<file path="config.mk">
export PLATFORM = sky130hd
export DESIGN_NAME = iob_cache_front_arbiter
export DESIGN_NICKNAME = d
export VERILOG_FILES = /design/src/rtl/iob_cache_front_arbiter.sv
export SDC_FILE = /design/constraint.sdc
export NUM_CORES = 1
export LEC_CHECK = 0
export CORE_AREA = 2 2 112 114
export DETAILED_ROUTE_END_ITERATION = 10
export DIE_AREA = 0 0 114 116
export SYNTH_ARGS = -nofsm -noshare
export SYNTH_HDL_FRONTEND = slang
export SYNTH_SLANG_ARGS = --single-unit
</file>
<file path="constraint.sdc">
create_clock -name clk_i -period 2.04 [get_ports clk_i]
set_clock_uncertainty 0.2 [all_clocks]
set_input_delay 0.408 -clock clk_i [delete_from_list [all_inputs] [get_ports clk_i]]
set_output_delay 0.408 -clock clk_i [all_outputs]
set_load 0.01 [all_outputs]
</file>
<file path="src/rtl/iob_cache_front_arbiter.sv">
// iob_cache_front_arbiter: round-robin sharing of one IOb cache front-end port among N_MASTERS requesters,
// one transaction outstanding, read responses steered back to the issuing requester.
module iob_cache_front_arbiter #(
    parameter int N_MASTERS = 2,
    parameter int ADDR_W    = 32,
    parameter int DATA_W    = 32
) (
    input  logic                          clk_i,
    input  logic                          cke_i,
    input  logic                          arst_i,
    input  logic [N_MASTERS-1:0]          s_avalid_i,
    input  logic [N_MASTERS*ADDR_W-1:0]   s_addr_i,
    input  logic [N_MASTERS*DATA_W-1:0]   s_wdata_i,
    input  logic [N_MASTERS*DATA_W/8-1:0] s_wstrb_i,
    input  logic [N_MASTERS*4-1:0]        s_acache_i,
    output logic [N_MASTERS-1:0]          s_ready_o,
    output logic [N_MASTERS-1:0]          s_rvalid_o,
    output logic [DATA_W-1:0]             s_rdata_o,
    output logic                          m_avalid_o,
    output logic [ADDR_W-1:0]             m_addr_o,
    output logic [DATA_W-1:0]             m_wdata_o,
    output logic [DATA_W/8-1:0]           m_wstrb_o,
    output logic [3:0]                    m_acache_o,
    input  logic                          m_ready_i,
    input  logic                          m_rvalid_i,
    input  logic [DATA_W-1:0]             m_rdata_i
);
    localparam int GW = $clog2(N_MASTERS);
    localparam int SW = DATA_W / 8;

    typedef enum logic [1:0] {IDLE, REQ, WAIT} state_t;

    state_t        state, state_nx;
    logic [GW-1:0] grant, grant_nx, rr_ptr, rr_nx, winner, cand;
    logic          is_read, is_read_nx, accept;
    logic [SW-1:0] g_wstrb;

    function automatic logic [GW-1:0] wrap(input logic [GW:0] v);
        return (v >= (GW+1)'(N_MASTERS)) ? GW'(v - (GW+1)'(N_MASTERS)) : GW'(v);
    endfunction

    assign g_wstrb   = s_wstrb_i[grant*SW +: SW];
    assign accept    = (state == REQ) && s_avalid_i[grant] && m_ready_i;
    assign s_rdata_o = m_rdata_i;

    // scan downward so the lowest offset from rr_ptr wins
    always_comb begin
        winner = rr_ptr;
        cand   = rr_ptr;
        for (int k = N_MASTERS - 1; k >= 0; k--) begin
            cand = wrap({1'b0, rr_ptr} + (GW+1)'(k));
            if (s_avalid_i[cand]) winner = cand;
        end
    end

    always_comb begin
        state_nx   = state;
        grant_nx   = grant;
        rr_nx      = rr_ptr;
        is_read_nx = is_read;
        if (state == IDLE && |s_avalid_i) begin
            state_nx = REQ;
            grant_nx = winner;
        end else if (state == REQ && !s_avalid_i[grant]) begin
            state_nx = IDLE;
        end else if (accept) begin
            rr_nx      = wrap({1'b0, grant} + (GW+1)'(1));
            is_read_nx = ~|g_wstrb;
            state_nx   = ~|g_wstrb ? WAIT : IDLE;
        end else if (state == WAIT && m_rvalid_i) begin
            state_nx = IDLE;
        end
    end

    always_comb begin
        m_avalid_o = 1'b0;
        m_addr_o   = '0;
        m_wdata_o  = '0;
        m_wstrb_o  = '0;
        m_acache_o = '0;
        s_ready_o  = '0;
        s_rvalid_o = '0;
        if (state == REQ) begin
            m_avalid_o       = s_avalid_i[grant];
            m_addr_o         = s_addr_i[grant*ADDR_W +: ADDR_W];
            m_wdata_o        = s_wdata_i[grant*DATA_W +: DATA_W];
            m_wstrb_o        = g_wstrb;
            m_acache_o       = s_acache_i[grant*4 +: 4];
            s_ready_o[grant] = m_ready_i;
        end
        if (state == WAIT) s_rvalid_o[grant] = m_rvalid_i & is_read;
    end

    always_ff @(posedge clk_i or posedge arst_i) begin
        if (arst_i) begin
            state   <= IDLE;
            grant   <= '0;
            rr_ptr  <= '0;
            is_read <= 1'b0;
        end else if (cke_i) begin
            state   <= state_nx;
            grant   <= grant_nx;
            rr_ptr  <= rr_nx;
            is_read <= is_read_nx;
        end
    end
endmodule

</file>
; Word level (Yosys, flattened, before mapping)
; Cells that the tools add are included.
[totals]
reg_bits = 5
output_inout_bits = 109
[classes]
shifts = 4
reduce_logical = 15
n_addsub = 5
eq_ne = 2
order_cmp = 7
bitwise = 5
mux = 25
[ops]
columns = op, count
row1 = 64-bit by 7-bit variable part select with 32-bit output, 2
row2 = 32-bit 2-to-1 mux, 2
row3 = 8-bit by 4-bit variable part select with 4-bit output, 2
row4 = 2-bit 2-to-1 mux, 7
row5 = 1-bit 2-to-1 mux, 13
row6 = 4-bit 2-to-1 mux, 2
row7 = 1-bit logical AND, 6
row8 = "1-bit by 2-bit less-than comparator with 1-bit output, second input constant", 3
row9 = "1-bit by 1-bit adder with 2-bit output, second input constant", 2
row10 = 2-bit AND, 2
row11 = "2-bit greater-or-equal comparator, second input constant", 2
row12 = 2-bit AND reduction, 2
row13 = 4-bit AND reduction, 1
row14 = 4-bit nonzero test, 1
row15 = 4-bit OR reduction, 1
row16 = "1-bit subtractor, second input constant", 3
row17 = "2-bit by 1-bit equality test with 1-bit output, second input constant", 1
row18 = "2-bit equality test, second input constant", 1
row19 = "1-bit by 2-bit greater-or-equal comparator with 1-bit output, second input constant", 1
row20 = 1-bit logical NOT, 2
row21 = 2-bit logical NOT, 1
row22 = 1-bit inverter, 2
row23 = 2-bit OR reduction, 1
row24 = 1-bit AND, 1
row25 = 2 further kinds, 2

; Logic depth before layout (Yosys ltp)
[logic_depth]
ltp_word = 7
ltp_mapped = 5
mapped_depth_nobuf = 3

; Least setup slack after synthesis
; No wires, ideal clock.
[synth_timing]
kind = flip-flop to output port
start = reg grant
end = out m_addr_o[10]
n_path_buf = 3
stages_incl_launch_ff = 6
required_time_ps = 1432
t_arrival_ps = 1120
path_slack_ps = 312
path_cell_list = dfrtp_1 > buf_4 > buf_4 > buf_4 > mux2i_1 > nor2_1
[synth_between]
elab_chain_cells = 2
[synth_rtl]
columns = element, line
row1 = start: declaration, 34  ; logic [GW-1:0] grant, grant_nx, rr_ptr, rr_nx, winner, cand;
row2 = start signal: assignment, 102  ; grant <= grant_nx;
row3 = 64-bit by 7-bit variable part select with 32-bit output, 85  ; m_addr_o = s_addr_i[grant*ADDR_W +: ADDR_W];
row4 = 32-bit 2-to-1 mux, 83  ; if (state == REQ) begin
row5 = end: declaration, 20  ; output logic [ADDR_W-1:0] m_addr_o,
; Every way passes these cells.

; Final worst setup path
[layout_timing]
start = reg grant
end = out m_avalid_o
[layout_between]
elab_chain_cells = 3
[layout_rtl]
columns = element, line
row1 = 1-bit 2-to-1 mux (not written as such) (2 in a row), 84  ; m_avalid_o = s_avalid_i[grant];
row2 = 1-bit 2-to-1 mux, 83
row3 = end: declaration, 19  ; output logic m_avalid_o,
; Every way passes these cells. The select of a mux whose other input is x is not followed.

==> flow_metrics.py <==
metrics = {
    "global_route": {
        "grt_pass1_vias": 2547,
        "grt.overflow.total": 0,
        "grt_max_degree": 35,
        "track_usage_pct": 11.77,
        "grt_pass1_wl_um": 12300,
        "antenna_found_initial": 0,
    },
    "yosys": {
        "synth_top_area_cell": "mux2i_1",
        "synth_cell_types": 26,
        "synth_seq_cells": 5,
        "syn-cell-area_um2": 1644,
        "syn-num-nets": 411,
        "yosysTopAreaCellShare_pct": 44.44,
        "synthTopCellsByArea": "mux2i_1 44%, nor2_1 17%, buf_4 17%",
        "synth_cells": 228,
        "ys_seq_area_share_pct": 7.610,
        "syn_avg_cell_area_um2": 7.211,
        "yosysWarnings": 0,
    },
    "timing": {
        "hold_viol": 0,
        "finalMaxSlewViolations": 0,
        "min_period_ps": 2077,
        "tightestPinTransition_ps": 293.6,
        "period_share_pct": 101.8,
        "fmax_ghz": 0.4813,
        "tns_ps": -131.5,
        "max_slew_margin_pct": 80.24,
        "final-setup-viol-count": 7,
        "grt_setup_unrepaired": "true",
        "timing.hold.ws_ps": 184.7,
        "layout_setup_ws_ps": -37.49,
    },
    "clock_network": {
        "clk_pin_slew_ps": 30,
        "htreeDepth": 1,
        "cts_buffers": 3,
        "clock_latency_ps": 230,
        "root_buffer": "clkbuf_16",
        "cts_sinks": 5,
        "cts_max_path_buffers": 2,
        "cts_tree": "yes",
    },
    "floorplan": {
        "die_w_um": 114,
        "core_um2": 11910,
        "die_h_um": 116,
        "row_count": 40,
        "start_util_pct": 13.80,
        "io_pins": 292,
        "dieArea_um2": 13220,
    },
    "pwr": {
        "power_density_nw_per_um2": 1065,
        "peakVddDrop_uv": 454.4,
        "p_leak_nw": 1.893,
    },
    "worst_setup_path": {
        "startpoint_type": "flop",
        "end_kind": "output port",
        "worstPathRequired_ps": 1430,
        "cp_data_arrival_time_ps": 1470,
        "path_cells": "buf_4 > mux2_4 > and2_1 > clkbuf_2",
        "crit_family": "flip-flops",
        "crit_type": "reg2out",
        "path_buf_inv": 2,
        "critical_path.max_stage_delay_ps": 530,
        "cp_max_fo": 8,
        "slowest_stage": "dfrtp_4",
    },
    "cells_and_area": {
        "antenna_cells": 0,
        "syn_to_final_growth_pct": 136.0,
        "final.fill_count": 1289,
        "nNetsFinal": 624,
        "fin_cells": 587,
        "drive_gt1_share_pct": 27.05,
        "post-route-util_pct": 32.57,
    },
    "detailed_routing": {
        "vias": 2395,
        "ant_nets": 0,
        "viasPerCell": 4.080,
        "finalWirelength_um": 8740,
        "drc": 0,
        "drtIter0Drc": 45,
        "post_drt_wl_per_cell_um": 14.89,
        "dr.pass1.iters": 3,
    },
    "hold_path": {
        "hp-class": "in2async",
    },
    "place": {
        "dpl.hpwl_um": 7092,
        "port_buffers": 227,
        "gp_congestion": 0.7526,
        "dp_cells": 572,
    },
    "run": {
        "cap_violations": 0,
    },
    "outcome": {
        "violations": "setup timing",
        "outcome": "complete, but fails checks",
    },
}
cells in the mapped netlist (all sizes together):
| library cell | number |
|---|---|
| nand2 | 3 |
| inv | 4 |
| nand2b | 1 |
| buf | 46 |
| nor3b | 1 |
| o2bb2ai | 1 |
| dfrtp | 5 |
| nor4 | 1 |
| nor3 | 1 |
| nand4 | 1 |
| mux2i | 73 |
| or2 | 1 |
| mux2 | 2 |
| a31oi | 2 |
| and2b | 1 |
| nor2b | 1 |
| nand3 | 1 |
| a41oi | 1 |
| clkbuf | 2 |
| a22oi | 1 |
| and3 | 2 |
| nor2 | 75 |
| a21oi | 1 |
| and2 | 1 |
layer usage:
| layer | vias to the layer above | wire length [um] | GRT usage (%) |
|---|---|---|---|
| met4 | 0 | 234 | 3.740 |
| met1 | 1057 | 2780 | 10.27 |
| met2 | 164 | 4715 | 24.64 |
| met3 | 16 | 1009 | 4.132 |
| met5 | - | 0 | 0 |
| li1 | 1158 | - | - |
metrics by stage:
stage | cell area [um^2] | total power, mW | worst slack [ps]
CTS | 3968 | 4.329 | -228.4
finish | 3880 | 4.133 | -37.49
floorplan | 1644 | 2.078 | 311.8
global placement | 3961 | 3.981 | -352.2
detailed placement | 3961 | 4.002 | -337.1
global route | 3880 | 4.452 | -101.6
flip-flops by register name (all words and copies together) (netlist names):
register,count
is_read,1
rr_ptr,1
grant,1
state,2
kinds of logic after synthesis:
logic type,count (synthesis),share of synthesized area [%]
buf+inv,52,21.00
mux,75,46.04
compound gates,6,2.587
flops,5,7.610
simple gates,90,22.76
final timing paths:
| kind | slack, ps | startpoint | to | cells after the start |
|---|---|---|---|---|
| max | -40 | grant$_DFFE_PP0P_ | m_avalid_o | 4 |
| min | 180 | arst_i | grant$_DFFE_PP0P_ | 2 |
| max reg2reg | 180 | grant$_DFFE_PP0P_ | rr_ptr$_DFFE_PP0P_ | 5 |
| min reg2reg | 320 | rr_ptr$_DFFE_PP0P_ | rr_ptr$_DFFE_PP0P_ | 1 |
| max in group asynchronous | 1260 | arst_i | grant$_DFFE_PP0P_ | 2 |
| min in group clk_i | 320 | rr_ptr$_DFFE_PP0P_ | rr_ptr$_DFFE_PP0P_ | 1 |
cell type report:
type,instances,area [um^2],share of cell area [%]
timing repair buffer,256,2240,57.72
sequential,5,128.9,3.322
clock buffer,4,78.83,2.032
tap,147,183.9,4.740
inverter,4,15.01,0.3870
multi-input combinational,171,1234,31.80
layout by cell type, fill, tap and decap left out, types with 2 or more instances in the layout:
cell               n
buf_6              5
buf_2             65
mux2i_1           67
inv_1              4
buf_4             17
a31oi_1            2
mux2i_2            3
buf_16             3
clkbuf_2           9
mux2i_4            3
clkbuf_16          3
clkdlybuf4s50_1  150
and3_1             2
nor2_1            75
nand2_1            2
dfrtp_1            4
buf_12             3
dlygate4sd2_1      3
timing repair:
action,in CTS,in global routing
cloned,4,0
gates resized for setup,281,36
endpoints found under the setup margin,77,75
pin swaps,3,5
setup buffers,8,2
hold buffers,0,0
report_power, final:
part / switching, mW / leakage, nW / internal [mW]
Sequential: 0.0571 / 0.0610 / 0.149
Combinational: 1.73 / 1.79 / 1.88
Clock: 0.0624 / 0.0382 / 0.259
Total: 1.85 / 1.89 / 2.28
Power figures use the tool's default switching activity.
==> edit, RTL diff (same flow settings) <==
Set the parameter `ADDR_W` to 48 (it was 32).
--- a/src/rtl/iob_cache_front_arbiter.sv
+++ b/src/rtl/iob_cache_front_arbiter.sv
@@ -2,7 +2,7 @@
 // one transaction outstanding, read responses steered back to the issuing requester.
 module iob_cache_front_arbiter #(
     parameter int N_MASTERS = 2,
-    parameter int ADDR_W    = 32,
+    parameter int ADDR_W    = 48,
     parameter int DATA_W    = 32
 ) (
     input  logic                          clk_i,
Interface: changed (resized m_addr_o and s_addr_i); port bits go from 292 to 340. The function was not compared with the original's and may differ.
==> edit against the unedited design <==
  * Register-to-register slack lost 0.11 ns
  * Worst setup slack lost 0.11 ns
  * Final area increased by 26%
  * Fmax down 4.9%
  * Combinational power grew 41%
  * Synthesized area rose by 16%
  * Power increased by 36%
  * The run still ends with negative setup slack left
  * Via count grew 19%
  * Sequential cell count did not move
  * Synthesized cell count is 16% higher
  * Routed wire length grew 24%
==> edit: results (changes against the unedited design) <==
The slowest stage of the critical path is the sky130_fd_sc_hd__dfrtp_4 cell. The global-route wire length before repair is 15360 microns (+25%). The endpoint arrival time on the critical path is 1.58 ns (+0.11 ns).

The highest layer touched by signal routing is met3. The layout cell share with drive strength beyond 1 is 29.81% (+2.8 points). The count of placed standard cells including taps is 662 (+16%).

The combined global-route utilization of all metal layers came out at 14.60% (+2.8 points). The maximum single-stage delay on the critical path is 0.53 ns (about the same). The total negative setup slack is -4.790 ns (-4.658 ns). The setup slack on the worst flop-to-flop path came out at 0.07 ns (-0.11 ns). The placement-stage worst setup slack came out at -0.3549 ns (-0.01776 ns). The number of design-rule violations left by the first detailed-router iteration came to 109 (+140%). The via count of the routed design came out at 2858 (+19%).

The depth of the worst register-to-register path came to 6 (+1). The instance area at placement came to 4800 sq um (+21%). The register area share after synthesis came to 6.562% (-1.0 points). The transition time of the tightest slew-check pin came out at 0.2908 ns (-0.002846 ns). The maximum net fanout on the critical path came to 5 (-3). The placer's final routability congestion estimate is 0.7513 (-0.17%). The area fraction in compound gates after synthesis is 2.231% (-0.36 points).

The met1 routed wirelength after detailed routing is 3861 microns (+39%). The maximum resistive drop on vdd is 0.5369 mV (+18%). The routed wire length on met2 is 5961 microns (+26%).

The total routed wirelength came out at 10820 microns (+24%). The detailed-placement wirelength estimate is 8582 microns (+21%). The met3 routed wirelength came out at 993 microns (-1.6%). The class of the most critical setup path is reg -> out. The clock network latency to the later pin of the worst-skew pair came to 0.23 ns (about the same). The via density per instance is 4.160 (+2.0%).

The worst slack on hold paths came out at 0.1861 ns (+0.001433 ns). The net switching share of the total power is 42.64% (-2.1 points). The distinct cell type count of the synthesized netlist is 25 (-3.8%).

The final-report setup violation count is 58 (+51). The number of nets in the layout is 756 (+21%). The worst setup slack after layout came out at -0.1442 ns (-0.1067 ns).

The mean post-synth cell area came out at 7.223 sq um (+0.17%). The synthesized net count came to 479 (+17%). The flow ran to the end, but the final reports show violations.

The cell leakage power is 0.002400 uW (+27%). The critical path ends at m_avalid_o. The flip-flop count of the largest register after layout is 2 (unchanged). The number of warning messages in the yosys log is 0 (unchanged). The pin count of the biggest net entering global routing came out at 49 (+40%). Yosys attributes the largest share of cell area to sky130_fd_sc_hd__mux2i_1, sky130_fd_sc_hd__nor2_1, sky130_fd_sc_hd__buf_4.

Sorting the synthesized cells by how often they occur yields sky130_fd_sc_hd__nor2_1, sky130_fd_sc_hd__mux2i_1, sky130_fd_sc_hd__buf_4. The mux share of post-synthesis cell area came out at 48.29% (+2.3 points). The number of port buffers was 275 (+21%). The first-pass detailed-route iteration total came out at 4 (+1). The final reports fail on negative setup slack.
[edit: cell count changes in the layout (fill, tap and decap cells not counted), moves of 8 or more]
cell / before / now
sky130_fd_sc_hd__clkdlybuf4s50_1: 150 / 182
sky130_fd_sc_hd__buf_6: 5 / 13
sky130_fd_sc_hd__mux2i_1: 67 / 83
sky130_fd_sc_hd__clkbuf_2: 9 / 0
sky130_fd_sc_hd__nor2_1: 75 / 91
sky130_fd_sc_hd__buf_2: 65 / 91
[edit: kinds of logic after synthesis]
logic type             after synthesis
AOI/OAI and AO/OA                    6
buffers and inverters               56
DFF                                  5
muxes                               91
and+or+nand+nor                    106
[edit: per-layer routing]
layer,up-vias,GRT usage (%)
met5,-,0
met4,0,1.057
met3,0,4.498
met2,158,28.21
met1,1286,16.36
li1,1414,-
[edit: final cells by class]
class / count / area (sq um)
Inverter: 4 / 15.01
Sequential cell: 5 / 128.9
Fill cell: 1217 / 7023
Multi-Input combinational cell: 203 / 1463
Clock buffer: 3 / 75.07
Tap cell: 147 / 183.9
Timing Repair Buffer: 324 / 3018
Clock inverter: 1 / 5.005
[edit: power by group through the flow]
stage | Clock (uW) | Sequential (uW) | Combinational [uW]
final | 326 | 209 | 5090
after global placement | 0 | 194 | 4830
after global routing | 342 | 216 | 5470
after floorplan | 0 | 165 | 2330
after CTS | 335 | 208 | 5090
after detailed placement | 0 | 194 | 4860
[edit: timing repair]
action | CTS | global route
setup buffers | 13 | 2
pin swaps | 36 | 45
endpoints found under the setup margin | 93 | 89
hold buffers | 0 | 0
gates cloned | 6 | 2
resized for setup | 402 | 11
endpoints found under the hold margin | 0 | 0
[edit: worst max-delay path: cells and delay by family (launching register included)]
family / cells / cell delay (ns)
buffers and inverters: 3 / 0.37
DFF: 1 / 0.53
muxes: 1 / 0.30
and+or+nand+nor: 1 / 0.14
